===== src/rtl/divisor_sequencial_pkg.sv =====
// rtl/divisor_sequencial_pkg.sv - shared state encodings and default widths for the sequential divider
package divisor_sequencial_pkg;

    localparam int DIV_N = 16;
    localparam int DIV_M = 8;

    typedef enum logic [1:0] {
        ST_IDLE = 2'd0,
        ST_ITER = 2'd1,
        ST_DONE = 2'd2
    } div_state_t;

endpackage


===== src/rtl/divisor_sequencial_subtrator_nbits.sv =====
// rtl/divisor_sequencial_subtrator_nbits.sv - W-bit ripple-borrow subtractor built from full-subtractor cells
module subtrator_nbits #(
    parameter int W = 9
) (
    input  logic [W-1:0] a,
    input  logic [W-1:0] b,
    output logic [W-1:0] difference,
    output logic         borrow_out
);

    logic [W:0] borrow;

    assign borrow[0] = 1'b0;

    genvar i;
    generate
        for (i = 0; i < W; i++) begin : g_cell
            assign difference[i] = a[i] ^ b[i] ^ borrow[i];
            assign borrow[i+1]   = (~a[i] & b[i]) | (~(a[i] ^ b[i]) & borrow[i]);
        end
    endgenerate

    assign borrow_out = borrow[W];

endmodule


===== src/rtl/divisor_sequencial.sv =====
// rtl/divisor_sequencial.sv - restoring divider, one quotient bit per clock (shift-and-subtract)
module divisor_sequencial
    import divisor_sequencial_pkg::*;
#(
    parameter int N = DIV_N,
    parameter int M = DIV_M
) (
    input  logic         clock,
    input  logic         reset,
    input  logic         start,
    input  logic [N-1:0] dividend,
    input  logic [M-1:0] divisor,
    output logic         ready,
    output logic         done,
    output logic [N-1:0] quotient,
    output logic [M-1:0] remainder,
    output logic         div_zero
);

    localparam int CNT_W = $clog2(N + 1);

    div_state_t       state_q, state_d;
    logic [M:0]       r_q, r_d;
    logic [N-1:0]     q_q, q_d;
    logic [M-1:0]     d_q, d_d;
    logic [CNT_W-1:0] cnt_q, cnt_d;
    logic [N-1:0]     quotient_q, quotient_d;
    logic [M-1:0]     remainder_q, remainder_d;
    logic             div_zero_q, div_zero_d;
    logic             done_q, done_d;

    logic [M:0]       r_shift;
    logic [M:0]       trial;
    logic             restore;

    // R never reaches D, so its top bit is dropped by the shift
    assign r_shift = {r_q[M-1:0], q_q[N-1]};

    subtrator_nbits #(.W(M + 1)) u_sub (
        .a          (r_shift),
        .b          ({1'b0, d_q}),
        .difference (trial),
        .borrow_out (restore)
    );

    always_comb begin
        state_d     = state_q;
        r_d         = r_q;
        q_d         = q_q;
        d_d         = d_q;
        cnt_d       = cnt_q;
        quotient_d  = quotient_q;
        remainder_d = remainder_q;
        div_zero_d  = div_zero_q;

        case (state_q)
            ST_IDLE, ST_DONE: begin
                state_d = ST_IDLE;
                if (start) begin
                    if (divisor == '0) begin
                        quotient_d  = '1;
                        remainder_d = dividend[M-1:0];
                        div_zero_d  = 1'b1;
                        state_d     = ST_DONE;
                    end else begin
                        r_d        = '0;
                        q_d        = dividend;
                        d_d        = divisor;
                        cnt_d      = '0;
                        div_zero_d = 1'b0;
                        state_d    = ST_ITER;
                    end
                end
            end
            ST_ITER: begin
                r_d   = restore ? r_shift : trial;
                q_d   = {q_q[N-2:0], ~restore};
                cnt_d = cnt_q + 1'b1;
                if (cnt_q == CNT_W'(N - 1)) begin
                    quotient_d  = q_d;
                    remainder_d = r_d[M-1:0];
                    state_d     = ST_DONE;
                end
            end
            default: state_d = ST_IDLE;
        endcase
    end

    // The pulse is registered one edge after DONE so the outputs it qualifies are already settled
    assign done_d = (state_q == ST_DONE);

    always_ff @(posedge clock) begin
        if (reset) begin
            state_q     <= ST_IDLE;
            r_q         <= '0;
            q_q         <= '0;
            d_q         <= '0;
            cnt_q       <= '0;
            quotient_q  <= '0;
            remainder_q <= '0;
            div_zero_q  <= 1'b0;
            done_q      <= 1'b0;
        end else begin
            state_q     <= state_d;
            r_q         <= r_d;
            q_q         <= q_d;
            d_q         <= d_d;
            cnt_q       <= cnt_d;
            quotient_q  <= quotient_d;
            remainder_q <= remainder_d;
            div_zero_q  <= div_zero_d;
            done_q      <= done_d;
        end
    end

    a_r_msb_zero: assert property (@(posedge clock) disable iff (reset) !r_q[M]);

    assign ready     = (state_q == ST_IDLE) || (state_q == ST_DONE);
    assign done      = done_q;
    assign quotient  = quotient_q;
    assign remainder = remainder_q;
    assign div_zero  = div_zero_q;

endmodule

===== config.mk =====
export PLATFORM = sky130hd
export DESIGN_NAME = divisor_sequencial
export DESIGN_NICKNAME = d
export VERILOG_FILES = /design/src/rtl/divisor_sequencial_pkg.sv /design/src/rtl/divisor_sequencial_subtrator_nbits.sv /design/src/rtl/divisor_sequencial.sv
export SDC_FILE = /design/constraint.sdc
export NUM_CORES = 1
export LEC_CHECK = 0
export ABC_AREA = 1
export CORE_MARGIN = 2
export CORE_UTILIZATION = 57
export DETAILED_ROUTE_END_ITERATION = 12
export PLACE_DENSITY = 0.85
export SLEW_MARGIN = 15
export SYNTH_ARGS = -nofsm -noshare
export SYNTH_HDL_FRONTEND = slang
export SYNTH_SLANG_ARGS = --single-unit

===== constraint.sdc =====
create_clock -name clock -period 6.8 [get_ports clock]
set_clock_uncertainty 0.15 [all_clocks]
set_input_delay 1.02 -clock clock [delete_from_list [all_inputs] [get_ports clock]]
set_output_delay 1.02 -clock clock [all_outputs]
set_load 0.05 [all_outputs]

# ---- Word-level counts from Yosys, hierarchy flattened
# Cells that the tools add are included.
dict set report word_totals {
  ff_bits 65
  wordCells 105
  out_inout_bits 27
  inputBits 27
}
dict set report classes {
  eq_ne 7
  addsub 1
  n_bitwise 56
  muxes 23
  reduce_logical 9
}
# operator n
set op_table {}
lappend op_table {{$mux 16} 5}
lappend op_table {{$pmux 16 s2} 2}
lappend op_table {{$mux 8} 6}
lappend op_table {{$pmux 8 s2} 2}
lappend op_table {{$not 1->1} 18}
lappend op_table {{$and 1x1->1} 16}
lappend op_table {{$xor 1x1->1} 15}
lappend op_table {{$mux 5} 2}
lappend op_table {{$pmux 5 s2} 1}
lappend op_table {{$logic_not 8->1} 1}
lappend op_table {{$ne 2x2->1 const B} 4}
lappend op_table {{$or 1x1->1} 7}
lappend op_table {{$mux 2} 3}
lappend op_table {{$reduce_and 3->1} 2}
lappend op_table {{$add 5x1->5 const B} 1}
lappend op_table {{$eq 5x4->1 const B} 1}
lappend op_table {{$pmux 2 s2} 1}
lappend op_table {{$reduce_and 4->1} 1}
lappend op_table {{$eq 2x1->1 const B} 1}
lappend op_table {{$eq 2x2->1 const B} 1}
lappend op_table {{$logic_not 2->1} 1}
lappend op_table {{$reduce_and 2->1} 1}
lappend op_table {{$reduce_bool 2->1} 1}
lappend op_table {{$reduce_or 2->1} 1}
lappend op_table {{other kinds (2)} 2}

# ---- Longest topological paths before layout
dict set report logic_depth {
  word_depth 20
  depth_mapped 19
  depth_no_buf 18
}

# ---- Modules after synthesis
# A second synthesis with hierarchy kept.
dict set report unflattened {
  hier_cells 448
  hier_area_um2 3130.5
}
# mod area_each_um2 cells_per_inst seq_area_each_um2 instances
set by_module_without_submodules {}
lappend by_module_without_submodules {divisor_sequencial 2882.8 419 1301.2 1}
lappend by_module_without_submodules {subtrator_nbits 247.7 29 0.0 1}

# ---- Least setup slack after synthesis
# OpenSTA, ideal clock, no wires.
dict set report synth_path {
  kind {reg2reg}
  start {reg q_q[15]}
  end {reg remainder_q[1] (netlist: remainder[1])}
  path_buffers 1
  path_stages_with_launch 20
  arrival_time_ns 3.535
  period_less_slack_ns 3.802
  path_slack_ns 2.998
  setup_ns 0.117
  required_time_ns 6.533
  path_cell_list {dfxtp_1 inv_1 ha_1 inv_1 fa_1 fa_1 fa_1 fa_1 fa_1 inv_1 fa_1 fa_1 buf_2 nand2_1 nand2_1 nand2_1 a21oi_1 nand3_2 nand2_1 nor2_1}
}
dict set report synth_between {
  elab_chain_len 20
  elab_cells_between_ends 21
  classes_between {3 x mux; 18 x bitwise}
}
# item line
set synth_rtl {}
lappend synth_rtl {{start: declaration} divisor_sequencial.sv:24} ;# logic [N-1:0] q_q, q_d;
lappend synth_rtl {{start signal: assignment} divisor_sequencial.sv:106} ;# q_q <= q_d;
lappend synth_rtl {{$not 1->1 (*)} divisor_sequencial_subtrator_nbits.sv:19} ;# assign borrow[i+1] = (~a[i] & b[i]) | (~(a[i] ^ b[i]) & borrow[i]);
lappend synth_rtl {{$and 1x1->1 (*)} divisor_sequencial_subtrator_nbits.sv:19}
lappend synth_rtl {{$and 1x1->1} divisor_sequencial_subtrator_nbits.sv:19}
lappend synth_rtl {{$or 1x1->1} divisor_sequencial_subtrator_nbits.sv:19}
lappend synth_rtl {{$and 1x1->1} divisor_sequencial_subtrator_nbits.sv:19}
lappend synth_rtl {{$or 1x1->1} divisor_sequencial_subtrator_nbits.sv:19}
lappend synth_rtl {{$and 1x1->1} divisor_sequencial_subtrator_nbits.sv:19}
lappend synth_rtl {{$or 1x1->1} divisor_sequencial_subtrator_nbits.sv:19}
lappend synth_rtl {{[4 not listed]} -}
lappend synth_rtl {{$and 1x1->1} divisor_sequencial_subtrator_nbits.sv:19}
lappend synth_rtl {{$or 1x1->1} divisor_sequencial_subtrator_nbits.sv:19}
lappend synth_rtl {{$and 1x1->1} divisor_sequencial_subtrator_nbits.sv:19}
lappend synth_rtl {{$or 1x1->1} divisor_sequencial_subtrator_nbits.sv:19}
lappend synth_rtl {{$and 1x1->1} divisor_sequencial_subtrator_nbits.sv:19}
lappend synth_rtl {{$mux 8 (*)} divisor_sequencial.sv:76} ;# r_d = restore ? r_shift : trial;
lappend synth_rtl {{$mux 8 (*)} divisor_sequencial.sv:79} ;# if (cnt_q == CNT_W'(N - 1)) begin
lappend synth_rtl {{$pmux 8 s2 (*)} divisor_sequencial.sv:56} ;# case (state_q)
lappend synth_rtl {{end signal: assignment} divisor_sequencial.sv:110} ;# remainder_q <= remainder_d;
lappend synth_rtl {{end: declaration} divisor_sequencial.sv:28} ;# logic [M-1:0] remainder_q, remainder_d;
# Mark *: on every way between the ends. The rest lies on a longest branch, timed or not. The select of a mux whose other input is x is not followed.
# A chain may end at the register's enable or synchronous reset.

# ---- Worst setup path in the final report
dict set report layout_path {
  start {reg q_q[15]}
  end {reg remainder_q[6] (netlist: remainder[6])}
}
dict set report layout_between {
  elab_chain_len 20
  elab_cells_between_ends 21
  classes_between {3 x mux; 18 x bitwise}
}
# item line
set layout_rtl {}
lappend layout_rtl {{$not 1->1 (*)} divisor_sequencial_subtrator_nbits.sv:19}
lappend layout_rtl {{$and 1x1->1 (*) (2 in a row)} divisor_sequencial_subtrator_nbits.sv:19}
lappend layout_rtl {{$or 1x1->1 (*)} divisor_sequencial_subtrator_nbits.sv:19}
lappend layout_rtl {{$and 1x1->1 (*)} divisor_sequencial_subtrator_nbits.sv:19}
lappend layout_rtl {{$or 1x1->1 (*)} divisor_sequencial_subtrator_nbits.sv:19}
lappend layout_rtl {{$and 1x1->1 (*)} divisor_sequencial_subtrator_nbits.sv:19}
lappend layout_rtl {{$or 1x1->1 (*)} divisor_sequencial_subtrator_nbits.sv:19}
lappend layout_rtl {{$and 1x1->1 (*)} divisor_sequencial_subtrator_nbits.sv:19}
lappend layout_rtl {{[3 not listed]} -}
lappend layout_rtl {{$and 1x1->1} divisor_sequencial_subtrator_nbits.sv:19}
lappend layout_rtl {{$or 1x1->1} divisor_sequencial_subtrator_nbits.sv:19}
lappend layout_rtl {{$and 1x1->1} divisor_sequencial_subtrator_nbits.sv:19}
lappend layout_rtl {{$or 1x1->1} divisor_sequencial_subtrator_nbits.sv:19}
lappend layout_rtl {{$and 1x1->1} divisor_sequencial_subtrator_nbits.sv:19}
lappend layout_rtl {{$mux 8 (*)} divisor_sequencial.sv:76}
lappend layout_rtl {{$mux 8 (*)} divisor_sequencial.sv:79}
lappend layout_rtl {{$pmux 8 s2 (*)} divisor_sequencial.sv:56}
# Marks and branches as above.

==> results.yml <==
job:
  cap_violations: 0
drt:
  vias: 2904
  ant_nets: 0
  drcViolationCount: 0
  wl_per_cell_um: 13.2
  dr.pass1.iters: 5
  drt-initial-drc-count: 222
  wl_um: 7220
  vias_per_cell: 5.31
yosys:
  synth_seq_cells: 65
  synth_cell_types: 30
  synth_ff_type: "dfxtp_1"
  synth_nets: 468
  yosysSeqAreaShare_pct: 41.6
  synth_edf_count: 0
  synth.largest_area_cell: "dfxtp_1"
  postSynthCellCount: 431
  async_reset_ff_share_pct: 0
  avgSynthCellArea_um2: 7.27
  synth_area_leaders: "dfxtp_1 42%, nand2_1 11%, a21oi_1 8.6%"
  synth_area_um2: 3130
  yosys_warnings: 0
  synth_top_area_share_pct: 41.6
place:
  portBuffers: 53
  dpl_worst_slack_ns: 2.61
  place_congestion: 0.889
  hpwl_um: 4940
power_and_ir_drop:
  p_sw_uw: 332
  p_leak_uw: 0.00154
  swShare_pct: 32.0
  pwr-share-seq_pct: 41.5
  power_density_nw_per_um2: 272
  max-vdd-ir-drop_mv: 0.179
  p_int_uw: 707
  p_clk_share_pct: 33.7
  comb_power_share_pct: 24.7
finish:
  multi_input_area_um2: 1510
  utilization_pct: 73.5
  final_common_cell: "nand2_1"
  drive_gt1_share_pct: 8.39
  fillCellCount: 440
  syn_to_final_growth_pct: 22.1
  diodes: 0
  ff_latch_area_um2: 1300
  layout.nets: 510
  layout_common_cells: "90 x nand2_1, 65 x nor2_1, 65 x dfxtp_1, 54 x a21oi_1, 53 x clkdlybuf4s50_1"
clocking:
  ctsResizeCount: 0
  cts.path.max_buffers: 2
  post_cts_buffers: 0
  cts_tree: "done"
  cts_buffers: 9
  worstSkewPairLatency_ns: 0.34
  cts_hold_buf: 0
  root_buffer: "clkbuf_8"
  cts_max_level: 3
  clk_pin_slew_ns: 0.07
  clock-sinks: 65
timing:
  fmax_ghz: 0.236
  grt_setup_unrepaired: "no"
  fin_ws_ns: 2.55
  final.setup.tns_ns: 0
  period_minus_slack_ns: 4.25
  max_slew_margin_pct: 28.1
  timing_hold_violations_final: 0
  post-route-period-util_pct: 62.4
  hold_ws_ns: 0.298
  slew_violations: 0
  tightest_slew_ns: 1.08
  finalSetupViolCount: 0
critical_path:
  setup.worst_path.class: "register to register"
  endpoint_kind: "register"
  critPathMaxFanout: 10
  required_ns: 6.89
  startpoint_type: "register"
  crit_chain: "inv_1 -> ha_1 -> inv_1 -> fa_1 -> fa_1 -> fa_1 -> fa_1 -> fa_1 -> inv_1 -> fa_1 -> fa_1 -> nand2_1 -> nand2_1 -> nand2_1 -> a21oi_1 -> nand3_2 -> nand2_1 -> nor2_1"
  critPathMaxStageDelay_ns: 0.40
  path_common_cell: "fa_1"
  cp.arrival_ns: 4.33
  crit_slowest_cell: "fa_1"
global_route:
  antenna_found_initial: 0
  grt_pass1_vias: 2677
  grt_pass1_wl_um: 12000
  track_usage_pct: 24.8
  grt_max_degree: 46
  grt-ovfl-total: 0
die:
  rows: 26
  ios: 54
  core_area_um2: 5200
  initial_core_util_pct: 60.2
  die-area_um2: 6100
  die_h_um: 78.1
  die_w_um: 78.1
hold_path:
  hold_class: "register to register"
run_status:
  status: "finished, final reports clean"
kinds of logic after synthesis:
| group | synth area share, % |
|---|---|
| AO/OA/AOI/OAI | 16.4 |
| AND/OR/NAND/NOR | 26.0 |
| buffers and inverters | 10.4 |
| adder cells (fa/ha/maj) | 5.67 |
| flip-flops | 41.6 |
stage by stage:
stage	power [uW]	std cells	cell area [um2]
3_3_place_gp	686	532	3610
5_1_grt	1090	547	3820
2_1_floorplan	627	431	3130
4_1_cts	1040	547	3820
3_5_place_dp	695	532	3610
6_report	1040	547	3820
worst max-delay path, delay by kind of cell, from the launching register on:
family	cells	cell delay, ns
simple gates	6	0.72
buf+inv	3	0.18
flops	1	0.33
fa+ha+maj	8	2.59
compound gates	1	0.18
final timing paths:
kind	start	endpoint	slack, ns	cells past startpoint
hold reg to reg	quotient[3]	quotient[3]	0.30	2
setup / recovery	q_q[15]	remainder[6]	2.55	18
setup reg to reg	q_q[15]	remainder[6]	2.55	18
hold / removal	quotient[3]	quotient[3]	0.30	2
metal layers:
| layer | vias to the layer above | routed length, um | global-route usage [%] |
|---|---|---|---|
| met4 | 0 | 108 | 10.0 |
| met3 | 10 | 417 | 4.48 |
| met1 | 1335 | 3040 | 30.6 |
| met5 | - | 0 | 0 |
| met2 | 108 | 3660 | 42.8 |
| li1 | 1451 | - | - |
sequential cells by signal, summed over array words and instances, names as in the netlist:
signal,cells
state_q,2
q_q,16
remainder,8
cnt_q,5
quotient,16
div_zero,1
r_q,8
done,1
d_q,8
power groups by stage:
| stage | logic, uW | clock network, uW | registers, uW |
|---|---|---|---|
| after global routing | 285 | 366 | 435 |
| after floorplan | 149 | 0 | 478 |
| after detailed placement | 255 | 0 | 440 |
| after CTS | 257 | 352 | 431 |
| final | 257 | 351 | 432 |
| after global placement | 248 | 0 | 438 |
cell usage after synthesis, types with 2 or more instances:
cell type	instances
nand3_2	6
o21ai_0	34
nor2_1	65
clkbuf_1	7
a21oi_2	6
buf_6	5
fa_1	7
buf_4	5
inv_2	2
nand2_2	2
nand3_1	19
a21oi_1	54
buf_2	6
ha_1	3
nand2_1	90
dfxtp_1	65
nand2_4	2
inv_1	41
final cells by class:
cell class | count | share of cell area [%]
clock buffers | 13 | 4.68
clock inverters | 2 | 0.916
inverters | 45 | 4.48
multi-input cells | 297 | 39.4
flip-flops and latches | 65 | 34.0
well taps | 70 | 2.29
repair buffers | 55 | 14.3
Power figures use the tool's default switching activity.
